## config.mk

```make
export PLATFORM = sky130hd
export DESIGN_NAME = demux_1to4_stream
export DESIGN_NICKNAME = d
export VERILOG_FILES = /design/src/rtl/demux_pkg.sv /design/src/rtl/demux_chan_buf.sv /design/src/rtl/demux_1to4_stream.sv
export SDC_FILE = /design/constraint.sdc
export NUM_CORES = 1
export LEC_CHECK = 0
export ABC_AREA = 1
export BUFFER_PORTS_ARGS = -buffer_cell sky130_fd_sc_hd__buf_2
export CORE_UTILIZATION = 40
export DETAILED_ROUTE_END_ITERATION = 10
export PLACE_DENSITY = 0.75
export SLEW_MARGIN = 15
export SYNTH_ARGS = -nofsm -noshare
export SYNTH_HDL_FRONTEND = slang
export SYNTH_SLANG_ARGS = --single-unit
export TNS_END_PERCENT = 5
```

## constraint.sdc

```tcl
create_clock -name clk_in -period 4.05 [get_ports clk_in]
set_input_delay 0.405 -clock clk_in [delete_from_list [all_inputs] [get_ports clk_in]]
set_output_delay 0.405 -clock clk_in [all_outputs]
set_load 0.01 [all_outputs]
```

## src/rtl/demux_pkg.sv

```systemverilog
`default_nettype none
// ============================================================================
// demux_pkg - channel count, counter width and types for demux_1to4_stream  (rev 1.0)
// ============================================================================
package demux_pkg;

  localparam int NUM_CH = 4;
  localparam int CNT_W  = 8;
  localparam logic [CNT_W-1:0] CNT_MAX = 8'hFF;

  typedef logic [CNT_W-1:0] cnt_t;

endpackage
`default_nettype wire

```

## src/rtl/demux_chan_buf.sv

```systemverilog
`default_nettype none
// ============================================================================
// demux_chan_buf - one-entry output buffer with saturating delivery counter  (rev 1.0)
// ============================================================================
module demux_chan_buf
  import demux_pkg::*;
#(
  parameter int data_width = 4
) (
  input  logic                  clk_in,
  input  logic                  reset_n_in,
  input  logic                  load_in,
  input  logic [data_width-1:0] data_in,
  input  logic                  ready_in,
  output logic                  valid_out,
  output logic [data_width-1:0] data_out,
  output cnt_t                  count_out,
  output logic                  can_accept_out
);

  logic                  full;
  logic [data_width-1:0] buf_data;
  cnt_t                  xfer_count;
  logic                  drain;

  assign drain          = full && ready_in;
  assign can_accept_out = !full || ready_in;

  // A load in the same cycle as a drain keeps the entry full (pass-through).
  always_ff @(posedge clk_in) begin
    if (!reset_n_in) begin
      full       <= 1'b0;
      buf_data   <= '0;
      xfer_count <= '0;
    end else begin
      if (load_in) begin
        full     <= 1'b1;
        buf_data <= data_in;
      end else if (drain) begin
        full <= 1'b0;
      end
      if (drain && (xfer_count != CNT_MAX)) begin
        xfer_count <= xfer_count + cnt_t'(1);
      end
    end
  end

  assign valid_out = full;
  assign data_out  = buf_data;
  assign count_out = xfer_count;

endmodule
`default_nettype wire

```

## src/rtl/demux_1to4_stream.sv

```systemverilog
`default_nettype none
// ============================================================================
// demux_1to4_stream - registered 1-to-4 valid/ready demux, one buffer per channel  (rev 1.0)
// ============================================================================
module demux_1to4_stream
  import demux_pkg::*;
#(
  parameter int data_width   = 4,
  parameter int select_width = 2
) (
  input  logic                         clk_in,
  input  logic                         reset_n_in,
  input  logic                         s_valid_in,
  output logic                         s_ready_out,
  input  logic [data_width-1:0]        s_data_in,
  input  logic [select_width-1:0]      sel_in,
  output logic [NUM_CH-1:0]            m_valid_out,
  input  logic [NUM_CH-1:0]            m_ready_in,
  output logic [NUM_CH*data_width-1:0] m_data_out,
  output logic [NUM_CH*CNT_W-1:0]      xfer_count_out
);

  logic [NUM_CH-1:0] sel_hit;
  logic [NUM_CH-1:0] can_accept;
  logic [NUM_CH-1:0] load;
  logic              accept;

  always_comb begin
    sel_hit = '0;
    for (int k = 0; k < NUM_CH; k++) begin
      sel_hit[k] = (sel_in == select_width'(k));
    end
  end

  // Only the addressed channel gates the producer; others may stall freely.
  assign s_ready_out = |(can_accept & sel_hit);
  assign accept      = s_valid_in && s_ready_out;
  assign load        = {NUM_CH{accept}} & sel_hit;

  generate
    for (genvar k = 0; k < NUM_CH; k++) begin : g_chan
      demux_chan_buf #(
        .data_width(data_width)
      ) u_chan (
        .clk_in         (clk_in),
        .reset_n_in     (reset_n_in),
        .load_in        (load[k]),
        .data_in        (s_data_in),
        .ready_in       (m_ready_in[k]),
        .valid_out      (m_valid_out[k]),
        .data_out       (m_data_out[k*data_width +: data_width]),
        .count_out      (xfer_count_out[k*CNT_W +: CNT_W]),
        .can_accept_out (can_accept[k])
      );
    end
  endgenerate

endmodule
`default_nettype wire

```

Yosys cells after proc, flatten, opt, wreduce, memory -nomap -nowiden
Cells that the tools add are included.

Register bits: 52. Bits of input ports: 13. Output and inout port bits: 53. Logic and storage cells: 56.

Bitwise gates (word level): 2. Reductions and logical operators: 23. Equal/unequal tests: 7. Muxes and demuxes: 8. Add/subtract/negate cells: 4.

Operator list (count): adder 8 x 1 -> 8 bit (second input constant) (4); inequality test 8 bit (second input constant) (4); logical AND 1 bit (9); AND 4 bit (2); 2-to-1 mux 1 bit (8); nonzero test 2 bit (4); equality test 2 bit (second input constant) (2); zero test 1 bit (4); logical OR 1 bit (4); OR reduction 4 bit (1); equality test 2 x 1 -> 1 bit (second input constant) (1); zero test 2 bit (1).

Depth between registers and ports, before layout
Gate-level depths: netlist of run 1.

Depth in word-level cells: 7. Depth in mapped cells: 11. Gate-level depth less buffers: 10.

Modules after synthesis
From an unflattened synthesis of run 1, not the netlist that was laid out.

Cell total of the unflattened synthesis: 392. Area total of the unflattened synthesis: 2648.8 sq um.

Modules (own cells, without submodules): demux_chan_buf (cells an instance 93, area an instance 640.6 sq um, times used 4, seq. area each 260.2 sq um); demux_1to4_stream (cells an instance 20, area an instance 86.3 sq um, times used 1, seq. area each 0.0 sq um).

Worst setup path after synthesis of run 1
Ideal clock, no wire load.

Kind: input port to output port. Start point: input sel_in[1]. End point: output s_ready_out. Required time: 3.645 ns. Cell stages on the path: 6. Slack: 2.575 ns. Arrival: 1.070 ns. Path through: nor2_2 > nand2_1 > nand2_1 > inv_2 > nand2_2 > buf_2.

Longest elaborated chain between the ends: 3.

Ends and longest elaborated chain: start, declared (RTL line demux_1to4_stream.sv:16) `input logic [select_width-1:0] sel_in,`; equality test 2 x 1 -> 1 bit, or another cell as far along (RTL line demux_1to4_stream.sv:31) `sel_hit[k] = (sel_in == select_width'(k));`; AND 4 bit (*) (RTL line demux_1to4_stream.sv:36) `assign s_ready_out = |(can_accept & sel_hit);`; OR reduction 4 bit (*) (RTL line demux_1to4_stream.sv:36); end, declared (RTL line demux_1to4_stream.sv:14) `output logic s_ready_out,`.

Mark *: on every way between the ends. The rest lies on a longest branch, timed or not.

Final worst setup path of run 1
Same ends and word-level chain as after synthesis.

==> results of run 1 <==
## cells in the mapped netlist
cell / count
a21oi_1: 21
buf_1: 2
buf_2: 2
buf_4: 4
buf_6: 1
clkbuf_1: 4
clkinv_1: 4
dfxtp_1: 52
ha_1: 4
inv_1: 66
inv_2: 9
nand2_1: 92
nand2_2: 1
nand3_1: 32
nand3_4: 3
nand3b_1: 2
nand4_1: 21
nor2_1: 52
nor2_2: 2
nor2_4: 1
nor3_1: 6
o21ai_0: 1
o21ai_1: 10
o21bai_1: 1
or2_0: 1
xor2_1: 7
## kinds of logic (layout without fill, tap and decap cells)
group	after synthesis	after routing	share of synthesized area (%)
adder cells (fa/ha/maj)	4	4	1.88
AO/OA/AOI/OAI	33	33	6.31
AND/OR/NAND/NOR	213	213	36.4
buffers and inverters	92	152	13.9
XOR/XNOR	7	7	2.31
flip-flops	52	52	39.2
## power by group through the flow
stage | clock, mW | combinational, mW | sequential (mW)
finish | 0.477 | 0.0920 | 0.527
global route | 0.515 | 0.106 | 0.528
CTS | 0.495 | 0.0928 | 0.527
detailed placement | 0 | 0.0924 | 0.539
global placement | 0 | 0.0908 | 0.538
floorplan | 0 | 0.0636 | 0.543
## sequential cells by signal, summed over array words and instances (netlist names)
signal / cells
g_chan.u_chan.count_out: 32
g_chan.u_chan.valid_out: 4
g_chan.u_chan.data_out: 16
## through the flow
| stage | instances | cell area [um^2] |
|---|---|---|
| after floorplan | 401 | 2660 |
| after global placement | 530 | 3000 |
| after detailed placement | 530 | 3000 |
| after CTS | 538 | 3160 |
| after global routing | 538 | 3160 |
| final | 538 | 3160 |
## layout make-up
cell class,instances,area [um^2],share of cell area (%)
Timing Repair Buffer,65,325,10.3
Sequential cell,52,1040,32.9
Clock buffer,5,68.8,2.18
Tap cell,77,96.3,3.05
Clock inverter,3,90.1,2.85
Inverter,79,297,9.37
Multi-Input combinational cell,257,1240,39.4
## worst max-delay path, cell delays in order
cell	delay [ns]
buf_2	0.14
nor2_2	0.27
nand2_1	0.09
nand2_1	0.08
inv_2	0.03
nand2_2	0.32
buf_2	0.21
## final timing paths
kind                            startpoint                            end  slack [ns]
max                              sel_in[1]                    s_ready_out        2.08
min                          m_ready_in[0]     g_chan[0].u_chan.valid_out        0.41
max reg2reg  g_chan[1].u_chan.count_out[0]  g_chan[1].u_chan.count_out[7]        2.36
min reg2reg  g_chan[0].u_chan.count_out[1]  g_chan[0].u_chan.count_out[1]        0.50
## routing by layer
layer / wire length [um] / vias to the layer above / track usage, %
li1: - / 1362 / -
met1: 2670 / 1114 / 22.3
met2: 2550 / 50 / 27.7
met3: 258 / 10 / 4.25
met4: 86 / 0 / 5.24
met5: 0 / - / 0
==> impl_metrics.xml, run 1 <==
<?xml version="1.0" encoding="UTF-8"?>
<metrics>
  <group name="outcome">
    <metric name="status" unit="">complete, no violations</metric>
  </group>
  <group name="global_route">
    <metric name="vias_in_the_first_global_route" unit="">2192</metric>
    <metric name="grt_overflow_total" unit="">0</metric>
    <metric name="grt_pass1_wl" unit="um">9820</metric>
    <metric name="globalRouteTotalUtil" unit="%">17.0</metric>
    <metric name="antenna_found_initial" unit="">0</metric>
    <metric name="grt_max_degree" unit="">40</metric>
  </group>
  <group name="cells_and_area">
    <metric name="area_added_between_synthesis_and_finish" unit="%">19.1</metric>
    <metric name="nFillCells" unit="">690</metric>
    <metric name="most-common-layout-cells" unit="">92 x nand2_1, 66 x inv_1, 65 x buf_2</metric>
    <metric name="finish.net_count" unit="">477</metric>
    <metric name="antenna_cells" unit="">0</metric>
    <metric name="finish.utilization" unit="%">49.5</metric>
    <metric name="final_common_cell" unit="">nand2_1</metric>
    <metric name="layout-drive-gt1-share" unit="%">19.3</metric>
  </group>
  <group name="route">
    <metric name="detail_route.first_pass.iterations" unit="">4</metric>
    <metric name="vias" unit="">2536</metric>
    <metric name="drt_first_iter_violations" unit="">76</metric>
    <metric name="drc_errors" unit="">0</metric>
    <metric name="route.detailed.wl_per_inst" unit="um">10.3</metric>
    <metric name="route.final.wire_length" unit="um">5570</metric>
    <metric name="route.detailed.vias_per_inst" unit="">4.71</metric>
    <metric name="route.antenna.remaining_nets" unit="">0</metric>
  </group>
  <group name="clocking">
    <metric name="clk_latency" unit="ns">0.31</metric>
    <metric name="cts_root_buf" unit="">clkbuf_8</metric>
    <metric name="post_cts_resized" unit="">0</metric>
    <metric name="cts-htree-levels" unit="">2</metric>
    <metric name="numCtsBuffers" unit="">5</metric>
    <metric name="clock_path_buffers" unit="">2</metric>
    <metric name="cts.reportedPaths.clkPinSlew" unit="ns">0.09</metric>
    <metric name="cts.sink_count" unit="">52</metric>
    <metric name="post_cts_setup_buffer_count" unit="">0</metric>
    <metric name="hold_buffer_count_at_cts" unit="">0</metric>
    <metric name="tritoncts" unit="">yes</metric>
  </group>
  <group name="timing">
    <metric name="max_freq" unit="MHz">506</metric>
    <metric name="layout_setup_ws" unit="ns">2.08</metric>
    <metric name="whs" unit="ns">0.413</metric>
    <metric name="hold_viol_final" unit="">0</metric>
    <metric name="max_slew_margin" unit="%">52.9</metric>
    <metric name="finalClockSkew" unit="ns">0.0116</metric>
    <metric name="finalCritPeriodShare" unit="%">48.8</metric>
    <metric name="setup_tns" unit="ns">0</metric>
    <metric name="rsz0062_at_grt" unit="">false</metric>
    <metric name="maxSlewViolCount" unit="">0</metric>
    <metric name="setup_viol_count_final" unit="">0</metric>
    <metric name="worstMarginPinSlew" unit="ns">0.706</metric>
    <metric name="timing.final.crit_period" unit="ns">1.97</metric>
  </group>
  <group name="die">
    <metric name="height_of_the_chip" unit="um">83.5</metric>
    <metric name="floorplan.rows" unit="">29</metric>
    <metric name="dieArea" unit="um^2">6970</metric>
    <metric name="top_level_ports" unit="">66</metric>
    <metric name="dieWidth" unit="um">83.5</metric>
    <metric name="core-area" unit="um^2">6390</metric>
    <metric name="initial_core_utilization" unit="%">41.6</metric>
  </group>
  <group name="pwr">
    <metric name="vdd.ir_drop.worst" unit="mV">0.202</metric>
    <metric name="finalPower" unit="mW">1.10</metric>
    <metric name="netSwitchingFraction" unit="%">21.5</metric>
    <metric name="comb_power_share" unit="%">8.4</metric>
    <metric name="clock_power_share" unit="%">43.6</metric>
    <metric name="p_leak" unit="nW">1.55</metric>
    <metric name="net_sw_power" unit="mW">0.235</metric>
    <metric name="power_report.internal_total" unit="mW">0.860</metric>
    <metric name="cellPowerDensity" unit="nW/um^2">346</metric>
    <metric name="sequentialPowerShare" unit="%">48.0</metric>
  </group>
  <group name="logic_synthesis">
    <metric name="yosys.area.top_type_share" unit="%">39.2</metric>
    <metric name="synth_area" unit="um^2">2660</metric>
    <metric name="synthTopCellsByArea" unit="">dfxtp_1 39%, nand2_1 13%, inv_1 9.3%</metric>
    <metric name="sequential_element_share_of_the_synthesized_area" unit="%">39.2</metric>
    <metric name="ys_seq_elements" unit="">52</metric>
    <metric name="yosys_cell_types" unit="">26</metric>
    <metric name="synth_fp_nets" unit="">418</metric>
    <metric name="syn_area_per_cell" unit="um^2">6.62</metric>
    <metric name="postSynthCellCount" unit="">401</metric>
    <metric name="synth_top_cell_by_area" unit="">dfxtp_1</metric>
    <metric name="synthesis.yosys.warnings" unit="">0</metric>
  </group>
  <group name="min_path">
    <metric name="hold_path_depth" unit="">4</metric>
    <metric name="hold_class" unit="">in2reg</metric>
  </group>
  <group name="placement">
    <metric name="place.port_buffers" unit="">65</metric>
    <metric name="place.gp.congestion" unit="">0.811</metric>
    <metric name="dp_worst_setup_slack" unit="ns">2.08</metric>
    <metric name="dp_hpwl" unit="um">4120</metric>
  </group>
  <group name="setup_path">
    <metric name="path_class" unit="">in2out</metric>
    <metric name="reg2reg_depth" unit="">9</metric>
    <metric name="setup.worst_path.end_class" unit="">output port</metric>
    <metric name="critPathLaunchType" unit="">input port</metric>
    <metric name="crit_required" unit="ns">3.64</metric>
    <metric name="worst-endpoint-arrival" unit="ns">1.57</metric>
    <metric name="critPathMaxFanout" unit="">21</metric>
  </group>
  <group name="run">
    <metric name="cap_violations" unit="">0</metric>
  </group>
</metrics>
No activity file was read; power rests on OpenSTA's default activity.
==> run 2: changes to the inputs <==
Settings changed: PLACE_DENSITY 0.75 to 0.77.
Clock period 4.05 ns to 1.75 ns, I/O delays scaled along.
==> run 2 against run 1 <==
Non-clock buffer count is 4 higher. Clock power up 86%. Clock skew is 0.0062 ns lower. Utilization grew 0.078 points. First-iteration DRC count is 28% lower. Worst setup slack lost 1.9 ns. Cell area grew 0.16%. Wire length up 3.8%. Hold slack lost 0.22 ns. Critical path depth rose by 2. Combinational power is 140% higher.
==> impl_metrics.xml, run 2 (synthesis gave the netlist of run 1 again) <==
<?xml version="1.0" encoding="UTF-8"?>
<metrics>
  <group name="outcome">
    <metric name="status" unit="">complete, no violations</metric>
  </group>
  <group name="pwr">
    <metric name="p_leak" unit="nW">1.56</metric>
    <metric name="vdd.ir_drop.worst" unit="mV">0.436</metric>
    <metric name="cellPowerDensity" unit="nW/um^2">735</metric>
  </group>
  <group name="global_route">
    <metric name="vias_in_the_first_global_route" unit="">2254</metric>
    <metric name="grt_max_degree" unit="">23</metric>
    <metric name="globalRouteTotalUtil" unit="%">16.8</metric>
    <metric name="grt_pass1_wl" unit="um">9670</metric>
    <metric name="grt_overflow_total" unit="">0</metric>
    <metric name="antenna_found_initial" unit="">0</metric>
  </group>
  <group name="clocking">
    <metric name="cts.sink_count" unit="">52</metric>
    <metric name="hold_buffer_count_at_cts" unit="">0</metric>
    <metric name="cts_root_buf" unit="">clkbuf_8</metric>
    <metric name="cts-htree-levels" unit="">2</metric>
    <metric name="numCtsBuffers" unit="">5</metric>
    <metric name="cts.reportedPaths.clkPinSlew" unit="ns">0.09</metric>
    <metric name="tritoncts" unit="">yes</metric>
    <metric name="clk_latency" unit="ns">0.30</metric>
    <metric name="clock_path_buffers" unit="">2</metric>
  </group>
  <group name="timing">
    <metric name="maxSlewViolCount" unit="">0</metric>
    <metric name="max_slew_margin" unit="%">67.1</metric>
    <metric name="timing.final.crit_period" unit="ns">1.58</metric>
    <metric name="rsz0062_at_grt" unit="">true</metric>
    <metric name="hold_viol_final" unit="">0</metric>
    <metric name="worstMarginPinSlew" unit="ns">0.493</metric>
    <metric name="finalClockSkew" unit="ns">0.00540</metric>
    <metric name="layout_setup_ws" unit="ns">0.175</metric>
    <metric name="finalCritPeriodShare" unit="%">90.0</metric>
    <metric name="max_freq" unit="MHz">635</metric>
    <metric name="setup_viol_count_final" unit="">0</metric>
  </group>
  <group name="setup_path">
    <metric name="list_of_cells_traversed_by_the_critical_path" unit="">ha_1 &gt; nand2_1 &gt; nor2_1 &gt; nand4_1 &gt; nand2_2 &gt; nor2_1 &gt; nand2_1 &gt; nand2_1 &gt; nor2_1</metric>
    <metric name="cp_slowest_stage_delay" unit="ns">0.39</metric>
    <metric name="critical-path-slowest-cell" unit="">dfxtp_1</metric>
    <metric name="crit_required" unit="ns">1.98</metric>
    <metric name="critical_path.top_delay_family" unit="">simple AND/OR/NAND/NOR gates</metric>
    <metric name="path_class" unit="">reg2reg</metric>
    <metric name="worst-path-buf-inv" unit="">0</metric>
    <metric name="worst-endpoint-arrival" unit="ns">1.81</metric>
    <metric name="critPathMaxFanout" unit="">8</metric>
    <metric name="setup.worst_path.end_class" unit="">flop</metric>
    <metric name="critPathLaunchType" unit="">flop</metric>
  </group>
  <group name="die">
    <metric name="initial_core_utilization" unit="%">41.6</metric>
    <metric name="dieWidth" unit="um">83.5</metric>
    <metric name="core-area" unit="um^2">6390</metric>
    <metric name="dieArea" unit="um^2">6970</metric>
    <metric name="top_level_ports" unit="">66</metric>
    <metric name="floorplan.rows" unit="">29</metric>
    <metric name="height_of_the_chip" unit="um">83.5</metric>
  </group>
  <group name="route">
    <metric name="met1_length" unit="um">2660</metric>
    <metric name="route.detailed.wl_per_inst" unit="um">10.7</metric>
    <metric name="route.antenna.remaining_nets" unit="">0</metric>
    <metric name="met3WireLength" unit="um">262</metric>
    <metric name="drt_first_iter_violations" unit="">55</metric>
    <metric name="vias" unit="">2569</metric>
    <metric name="detail_route.first_pass.iterations" unit="">4</metric>
    <metric name="route.final.wire_length" unit="um">5780</metric>
    <metric name="routed.top_layer" unit="">met4</metric>
    <metric name="wl_met2" unit="um">2830</metric>
    <metric name="drc_errors" unit="">0</metric>
    <metric name="route.detailed.vias_per_inst" unit="">4.74</metric>
  </group>
  <group name="cells_and_area">
    <metric name="layout-drive-gt1-share" unit="%">20.6</metric>
    <metric name="final_common_cell" unit="">nand2_1</metric>
    <metric name="area_added_between_synthesis_and_finish" unit="%">19.3</metric>
    <metric name="nFillCells" unit="">652</metric>
    <metric name="finish.net_count" unit="">481</metric>
    <metric name="antenna_cells" unit="">0</metric>
    <metric name="largest_register_ffs" unit="">32</metric>
    <metric name="finish.utilization" unit="%">49.6</metric>
    <metric name="most-common-layout-cells" unit="">89 x nand2_1, 66 x inv_1, 65 x buf_2</metric>
  </group>
  <group name="placement">
    <metric name="dp_worst_setup_slack" unit="ns">0.133</metric>
    <metric name="dp_hpwl" unit="um">4310</metric>
    <metric name="place.port_buffers" unit="">65</metric>
    <metric name="place.gp.congestion" unit="">0.860</metric>
  </group>
  <group name="run">
    <metric name="cap_violations" unit="">0</metric>
  </group>
  <group name="min_path">
    <metric name="hold_class" unit="">in2reg</metric>
  </group>
</metrics>
run 2: cell count changes in the layout (fill, tap and decap cells not counted):
cell,change
buf_4,+4
bufinv_16,-2
clkbuf_8,+2
nand2_1,-3
nand2_2,+3
run 2: timing repair:
item / 4_1_cts / 5_1_grt
setup endpoints to repair: 0 / 10
buffers inserted: 0 / 0
gates resized for setup: 0 / 3
run 2: layer usage:
metal	up-vias	track usage [%]
met4	0	4.62
met1	1148	20.0
li1	1368	-
met5	-	0
met2	51	30.0
met3	2	3.96
run 2: path summary, 6_finish.rpt:
path                            startpoint                            end  slack (ns)  depth (start not counted)
max          g_chan[1].u_chan.count_out[0]  g_chan[1].u_chan.count_out[7]        0.17                          9
min                          m_ready_in[1]     g_chan[1].u_chan.valid_out        0.19                          4
max reg2reg  g_chan[1].u_chan.count_out[0]  g_chan[1].u_chan.count_out[7]        0.17                          9
min reg2reg  g_chan[2].u_chan.count_out[1]  g_chan[2].u_chan.count_out[1]        0.50                          2
run 2: stage by stage:
| step | hold WS (ns) | power [mW] | TNS [ns] | area (um^2) | std cells |
|---|---|---|---|---|---|
| after floorplan | 0.358 | 1.40 | 0 | 2660 | 401 |
| after global placement | 0.483 | 1.46 | 0 | 3030 | 534 |
| after detailed placement | 0.495 | 1.47 | 0 | 3030 | 534 |
| after CTS | 0.175 | 2.36 | 0 | 3160 | 542 |
| after global routing | 0.189 | 2.44 | -0.00222 | 3170 | 542 |
| final | 0.191 | 2.33 | 0 | 3170 | 542 |
run 2: cell type report:
class / instances / area, um^2 / area share (%)
clock buffers: 7 / 96.3 / 3.04
clock inverters: 1 / 30.0 / 0.948
inverters: 79 / 297 / 9.36
multi-input cells: 257 / 1250 / 39.5
flip-flops and latches: 52 / 1040 / 32.9
well taps: 77 / 96.3 / 3.04
repair buffers: 69 / 355 / 11.2
run 2: worst register-to-register path, stage by stage, from the launching register on:
cell and delay [ns]:
dfxtp_1 0.39, ha_1 0.21, nand2_1 0.08, nor2_1 0.15
nand4_1 0.20, nand2_2 0.20, nor2_1 0.08, nand2_1 0.06
nand2_1 0.05, nor2_1 0.09
run 2: report_power, final:
| part | leakage (nW) | internal (mW) | switching [mW] |
|---|---|---|---|
| Combinational | 1.07 | 0.0765 | 0.146 |
| Sequential | 0.421 | 1.21 | 0.0131 |
| Clock | 0.0645 | 0.505 | 0.381 |
| Total | 1.56 | 1.79 | 0.540 |
